`config.mk`:
```
export PLATFORM = sky130hd
export DESIGN_NAME = uart_rx_frame_ctrl
export DESIGN_NICKNAME = d
export VERILOG_FILES = /design/src/rtl/uart_rx_frame_ctrl.sv
export SDC_FILE = /design/constraint.sdc
export NUM_CORES = 1
export LEC_CHECK = 0
export CAP_MARGIN = 25
export CORE_AREA = 2 2 123 125
export DETAILED_ROUTE_END_ITERATION = 12
export DIE_AREA = 0 0 125 127
export GPL_ROUTABILITY_DRIVEN = 1
export GPL_TIMING_DRIVEN = 0
export PLACE_DENSITY = 0.81
export SLEW_MARGIN = 5
export SYNTH_ARGS = -nofsm -noshare
export SYNTH_HDL_FRONTEND = slang
export SYNTH_SLANG_ARGS = --single-unit
```
`constraint.sdc`:
```
create_clock -name i_clk -period 4.3 [get_ports i_clk]
set_input_delay 0.645 -clock i_clk [delete_from_list [all_inputs] [get_ports i_clk]]
set_output_delay 0.645 -clock i_clk [all_outputs]
set_load 0.05 [all_outputs]
```
`src/rtl/uart_rx_frame_ctrl.sv`:
```
// uart_rx_frame_ctrl: turns the UART_Rx byte stream into checked command frames.
// Wire format: SOF, LEN, LEN payload bytes, CHK (XOR of LEN and the payload).
// A good frame is held in the buffer until downstream acks it. Bad LEN, bad
// checksum, inter-byte timeout and overrun-while-held are reported on o_err.
//
// Handshake: o_frame_valid rises the cycle after a good CHK byte and stays
// high until a cycle with i_frame_ack=1 is sampled; it drops on the next
// cycle. Acks seen while o_frame_valid=0 have no effect.
module uart_rx_frame_ctrl #(
  parameter int         CLKS_PER_BIT  = 868,
  parameter int         MAX_PAYLOAD   = 16,
  parameter logic [7:0] SOF_BYTE      = 8'hA5,
  parameter int         TIMEOUT_BYTES = 4
) (
  input  logic                             i_clk,
  input  logic                             i_rst_n,
  input  logic                             i_rx_dv,
  input  logic [7:0]                       i_rx_byte,
  output logic                             o_frame_valid,
  output logic [$clog2(MAX_PAYLOAD):0]     o_frame_len,
  input  logic                             i_frame_ack,
  input  logic [$clog2(MAX_PAYLOAD)-1:0]   i_rd_addr,
  output logic [7:0]                       o_rd_data,
  output logic                             o_err,
  output logic [1:0]                       o_err_code,
  output logic [7:0]                       o_err_count,
  output logic                             o_busy,
  output logic [2:0]                       o_dbg_state
);

  localparam int         AW        = $clog2(MAX_PAYLOAD);
  localparam int         LW        = AW + 1;
  localparam int         TMO_LIMIT = TIMEOUT_BYTES * 10 * CLKS_PER_BIT;
  localparam int         TW        = $clog2(TMO_LIMIT + 1);
  localparam logic [7:0] MAX_B     = 8'(MAX_PAYLOAD);
  // Counter value one clock before it reaches the limit: the terminal cycle.
  localparam logic [TW-1:0] TMO_LAST = TW'(TMO_LIMIT - 1);

  localparam logic [1:0] E_OVERRUN = 2'b00;
  localparam logic [1:0] E_BADLEN  = 2'b01;
  localparam logic [1:0] E_CHKSUM  = 2'b10;
  localparam logic [1:0] E_TIMEOUT = 2'b11;

  typedef enum logic [2:0] {
    S_IDLE    = 3'd0,
    S_LEN     = 3'd1,
    S_PAYLOAD = 3'd2,
    S_CHK     = 3'd3,
    S_HOLD    = 3'd4
  } state_t;

  state_t         state_q, state_d;
  logic [LW-1:0]  len_q, len_d;
  logic [AW-1:0]  idx_q, idx_d;
  logic [7:0]     chk_q, chk_d;
  logic [TW-1:0]  tmo_q, tmo_d;
  logic           valid_d;
  logic [LW-1:0]  flen_d;
  logic           err_d;
  logic [1:0]     code_d;
  logic           wr_en;
  logic           tmo_active;
  logic           tmo_hit;
  logic [7:0]     buf_mem [MAX_PAYLOAD];

  assign o_dbg_state = state_q;
  assign tmo_active  = (state_q == S_LEN) || (state_q == S_PAYLOAD) || (state_q == S_CHK);
  // A byte in the terminal cycle wins over the timeout.
  assign tmo_hit     = tmo_active && !i_rx_dv && (tmo_q == TMO_LAST);

  // Next-state, frame bookkeeping and error decode.
  always_comb begin
    state_d = state_q;
    len_d   = len_q;
    idx_d   = idx_q;
    chk_d   = chk_q;
    valid_d = o_frame_valid;
    flen_d  = o_frame_len;
    err_d   = 1'b0;
    code_d  = o_err_code;
    wr_en   = 1'b0;
    tmo_d   = (tmo_active && !i_rx_dv) ? tmo_q + 1'b1 : '0;

    if (tmo_hit) begin
      err_d   = 1'b1;
      code_d  = E_TIMEOUT;
      state_d = S_IDLE;
      tmo_d   = '0;
    end else begin
      case (state_q)
        S_IDLE: begin
          if (i_rx_dv && i_rx_byte == SOF_BYTE) state_d = S_LEN;
        end
        S_LEN: begin
          if (i_rx_dv) begin
            if (i_rx_byte == 8'd0 || i_rx_byte > MAX_B) begin
              err_d   = 1'b1;
              code_d  = E_BADLEN;
              state_d = S_IDLE;
            end else begin
              len_d   = i_rx_byte[LW-1:0];
              chk_d   = i_rx_byte;
              idx_d   = '0;
              state_d = S_PAYLOAD;
            end
          end
        end
        S_PAYLOAD: begin
          if (i_rx_dv) begin
            wr_en = 1'b1;
            chk_d = chk_q ^ i_rx_byte;
            idx_d = idx_q + 1'b1;
            if ({1'b0, idx_q} == len_q - LW'(1)) state_d = S_CHK;
          end
        end
        S_CHK: begin
          if (i_rx_dv) begin
            if (i_rx_byte == chk_q) begin
              state_d = S_HOLD;
              valid_d = 1'b1;
              flen_d  = len_q;
            end else begin
              err_d   = 1'b1;
              code_d  = E_CHKSUM;
              state_d = S_IDLE;
            end
          end
        end
        S_HOLD: begin
          if (i_frame_ack) begin
            // Release wins; a byte in the same cycle is judged as if in IDLE.
            valid_d = 1'b0;
            state_d = (i_rx_dv && i_rx_byte == SOF_BYTE) ? S_LEN : S_IDLE;
          end else if (i_rx_dv) begin
            err_d  = 1'b1;
            code_d = E_OVERRUN;
          end
        end
        default: state_d = S_IDLE;
      endcase
    end
  end

  // State and output registers with synchronous active-low reset.
  always_ff @(posedge i_clk) begin
    if (!i_rst_n) begin
      state_q       <= S_IDLE;
      len_q         <= '0;
      idx_q         <= '0;
      chk_q         <= '0;
      tmo_q         <= '0;
      o_frame_valid <= 1'b0;
      o_frame_len   <= '0;
      o_rd_data     <= '0;
      o_err         <= 1'b0;
      o_err_code    <= 2'b00;
      o_err_count   <= '0;
      o_busy        <= 1'b0;
    end else begin
      state_q       <= state_d;
      len_q         <= len_d;
      idx_q         <= idx_d;
      chk_q         <= chk_d;
      tmo_q         <= tmo_d;
      o_frame_valid <= valid_d;
      o_frame_len   <= flen_d;
      o_rd_data     <= buf_mem[i_rd_addr];
      o_err         <= err_d;
      o_err_code    <= code_d;
      o_busy        <= (state_d != S_IDLE);
      if (err_d && o_err_count != 8'hFF) o_err_count <= o_err_count + 1'b1;
    end
  end

  // Payload buffer; contents are not reset.
  always_ff @(posedge i_clk) begin
    if (wr_en) buf_mem[idx_q] <= i_rx_byte;
  end

endmodule
```
==> results.ini <==
[run_status]
outcome=finished clean

[synth]
synth_top_flop_cell=edfxtp_1
ys_seq_area_share_pct=64.46
ys_types=60
avgSynthCellArea_um2=14.47
yosys.area.top_type_share_pct=48.72
synth_nets=568
synth_area_leaders=edfxtp_1, dfxtp_1, mux4_2
netlist_instances=545
ys_seq_elements=190
yosys_warnings=0
ys_async_sr_fraction_pct=0
netlist_area_mm2=0.007889
yosys.area.top_type=edfxtp_1
synth_edf_count=128

[setup_path]
r2r_slack_ps=1740
critPathCaptureType=flop
cp.required_ps=4610
critical_path_class=in -> reg
cp_num_buf_inv=2
max_stage_delay_ps=910
path_delay_family=simple AND/OR/NAND/NOR gates
cpMaxStageDelayCell=clkdlybuf4s50_1
crit_fanout=22
critical_path.cell_chain=clkdlybuf4s50_1, nor4_2, xnor2_1, nand4_1, and2_1, buf_2, o21ai_0, a21oi_1
arrival_ps=3710
start_kind=input port

[pwr]
switching_share_pct=23.10
p_clk_share_pct=41.3
p_total_w=0.003681
combinationalPowerShare_pct=5.5
p_leak_nw=2.987
p_seq_share_pct=53.2
power.net_switching_w=0.0008503
power.density_mw_per_mm2=404.4
internal_power_w=0.002831
ir_drop_mv=0.2670

[cts]
cts-resized-gates=0
cts_buffers=17
path_clk_slew_ps=70
cts_max_level=4
holdBufCountCts=0
numClockSinks=190
cts_tree=yes
post-cts-setup-buffers=0
clockRootBuffer=clkbuf_16
clk_latency_ps=440
clockBufferDepth=2

[final_layout]
finish.instance_area_mm2=0.009102
layout_commonest_cell=edfxtp_1
diodes=0
fin_util_pct=63.11
layout-drive-gt1-share_pct=16.61
nNetsFinal=630
area_growth_pct=15.38
layout_common_cells=edfxtp_1, dfxtp_1, nor2_1
stdcell_count=804

[placed_design]
post-dp-hpwl_um=10700
io_buffers=39
dp_cells=772
gp_congestion=0.7828
dpl_cell_area_mm2=0.008529

[global_route]
grt_pass1_wl_um=25210
grt-ovfl-total=0
grt_usage_pct=21.17
grt_pass1_vias=4713
antenna_found_initial=0
grt_max_degree=23

[timing]
drv_slew=0
clock.fmax_mhz=293.8
worst_pin_slew_ps=978.0
rsz0062_at_grt=no
final_period_minus_worst_setup_slack_ps=3404
hold_viol=0
period_share_pct=79.17
maxSlewHeadroom_pct=34.59
setup_viol=0
skew_ps=9.192
finalSetupTns_ps=0

[drt]
first_pass_iters=5
wl_um=16120
avgViaCountPerCell=5.856
num_vias=4708
wl_per_cell_um=20.04
drc=0
drt_iter0_drc=487
ant_nets=0

[die]
rows=44
core_mm2=0.01442
die-area_mm2=0.01588
ioPinCount=45
start_util_pct=54.69
die_w_um=125
die_height_um=127

[flow_run]
cap_violations=0

[hold_path]
hold_class=reg -> reg

[Yosys cell counts (3+ instances only)]
cell type  instances
buf_2              5
dfxtp_1           62
inv_1              8
nand2b_1           7
mux2i_1           13
and3_1             4
nand4_1            4
nor4_2             3
clkbuf_1          13
nand2_1           39
nor2_1            59
mux4_2            40
xor2_1            19
o21ai_0           15
o211ai_1           7
a21oi_1           18
nand3_1           17
a31oi_1            4
nor3_1             8
ha_1               7
xnor2_1            9
edfxtp_1         128
and2_1            10
[sequential cells by signal, summed over array words and instances (netlist names), 2 cells and up]
name	count
chk_q	8
o_dbg_state	3
o_frame_len	5
len_q	5
tmo_q	16
idx_q	4
buf_mem	128
o_rd_data	8
o_err_code	2
o_err_count	8
[worst paths after layout]
path / start / to / cells past startpoint
max reg2reg: o_dbg_state[2] / buf_mem[12][2] / 6
min reg2reg: tmo_q[0] / tmo_q[0] / 1
min: tmo_q[0] / tmo_q[0] / 1
max: i_rx_byte[2] / chk_q[5] / 8
[metrics by stage]
step | hold WS [ps] | setup WS, ps
after detailed placement | 462.7 | 519.3
final | 479.4 | 895.9
after floorplan | 430.2 | 1898
after global placement | 439.7 | 702.0
after global routing | 504.4 | 717.8
after CTS | 479.2 | 936.6
[cell type report]
cell class / instances / area (µm²)
buffer: 25 / 138.9
clock buffer: 19 / 452.9
clock inverter: 13 / 120.1
fill: 1057 / 5321
inverter: 8 / 30.03
multi-input combinational: 322 / 2635
sequential: 190 / 5085
tap: 184 / 230.2
timing repair buffer: 43 / 410.4
[cells by family after synthesis]
family	count (synthesis)	share of synthesized area (%)
AOI/OAI and AO/OA	58	4.758
adders and majority gates	7	1.110
muxes	53	13.07
xor gates and xnor gates	28	3.109
buffers and inverters	33	2.141
DFF	190	64.46
and+or+nand+nor	176	11.36
[power groups by stage]
| stage | Combinational (W) | Sequential [W] | Clock (W) |
|---|---|---|---|
| 2_1_floorplan | 0.0000936 | 0.00203 | 0 |
| 3_3_place_gp | 0.000197 | 0.00200 | 0 |
| 3_5_place_dp | 0.000204 | 0.00200 | 0 |
| 4_1_cts | 0.000204 | 0.00196 | 0.00153 |
| 5_1_grt | 0.000216 | 0.00196 | 0.00160 |
| 6_report | 0.000203 | 0.00196 | 0.00152 |
[metal layers]
metal	vias up	part of all wire [%]	GRT usage, %	wire length (µm)
met5	-	0	0	0
met3	33	5.9	5.611	952
met2	178	50	35.01	8112
met1	2323	41	26.87	6617
li1	2174	-	-	-
met4	0	2.7	8.758	433
Note: power is estimated with default switching activity, not from simulation.
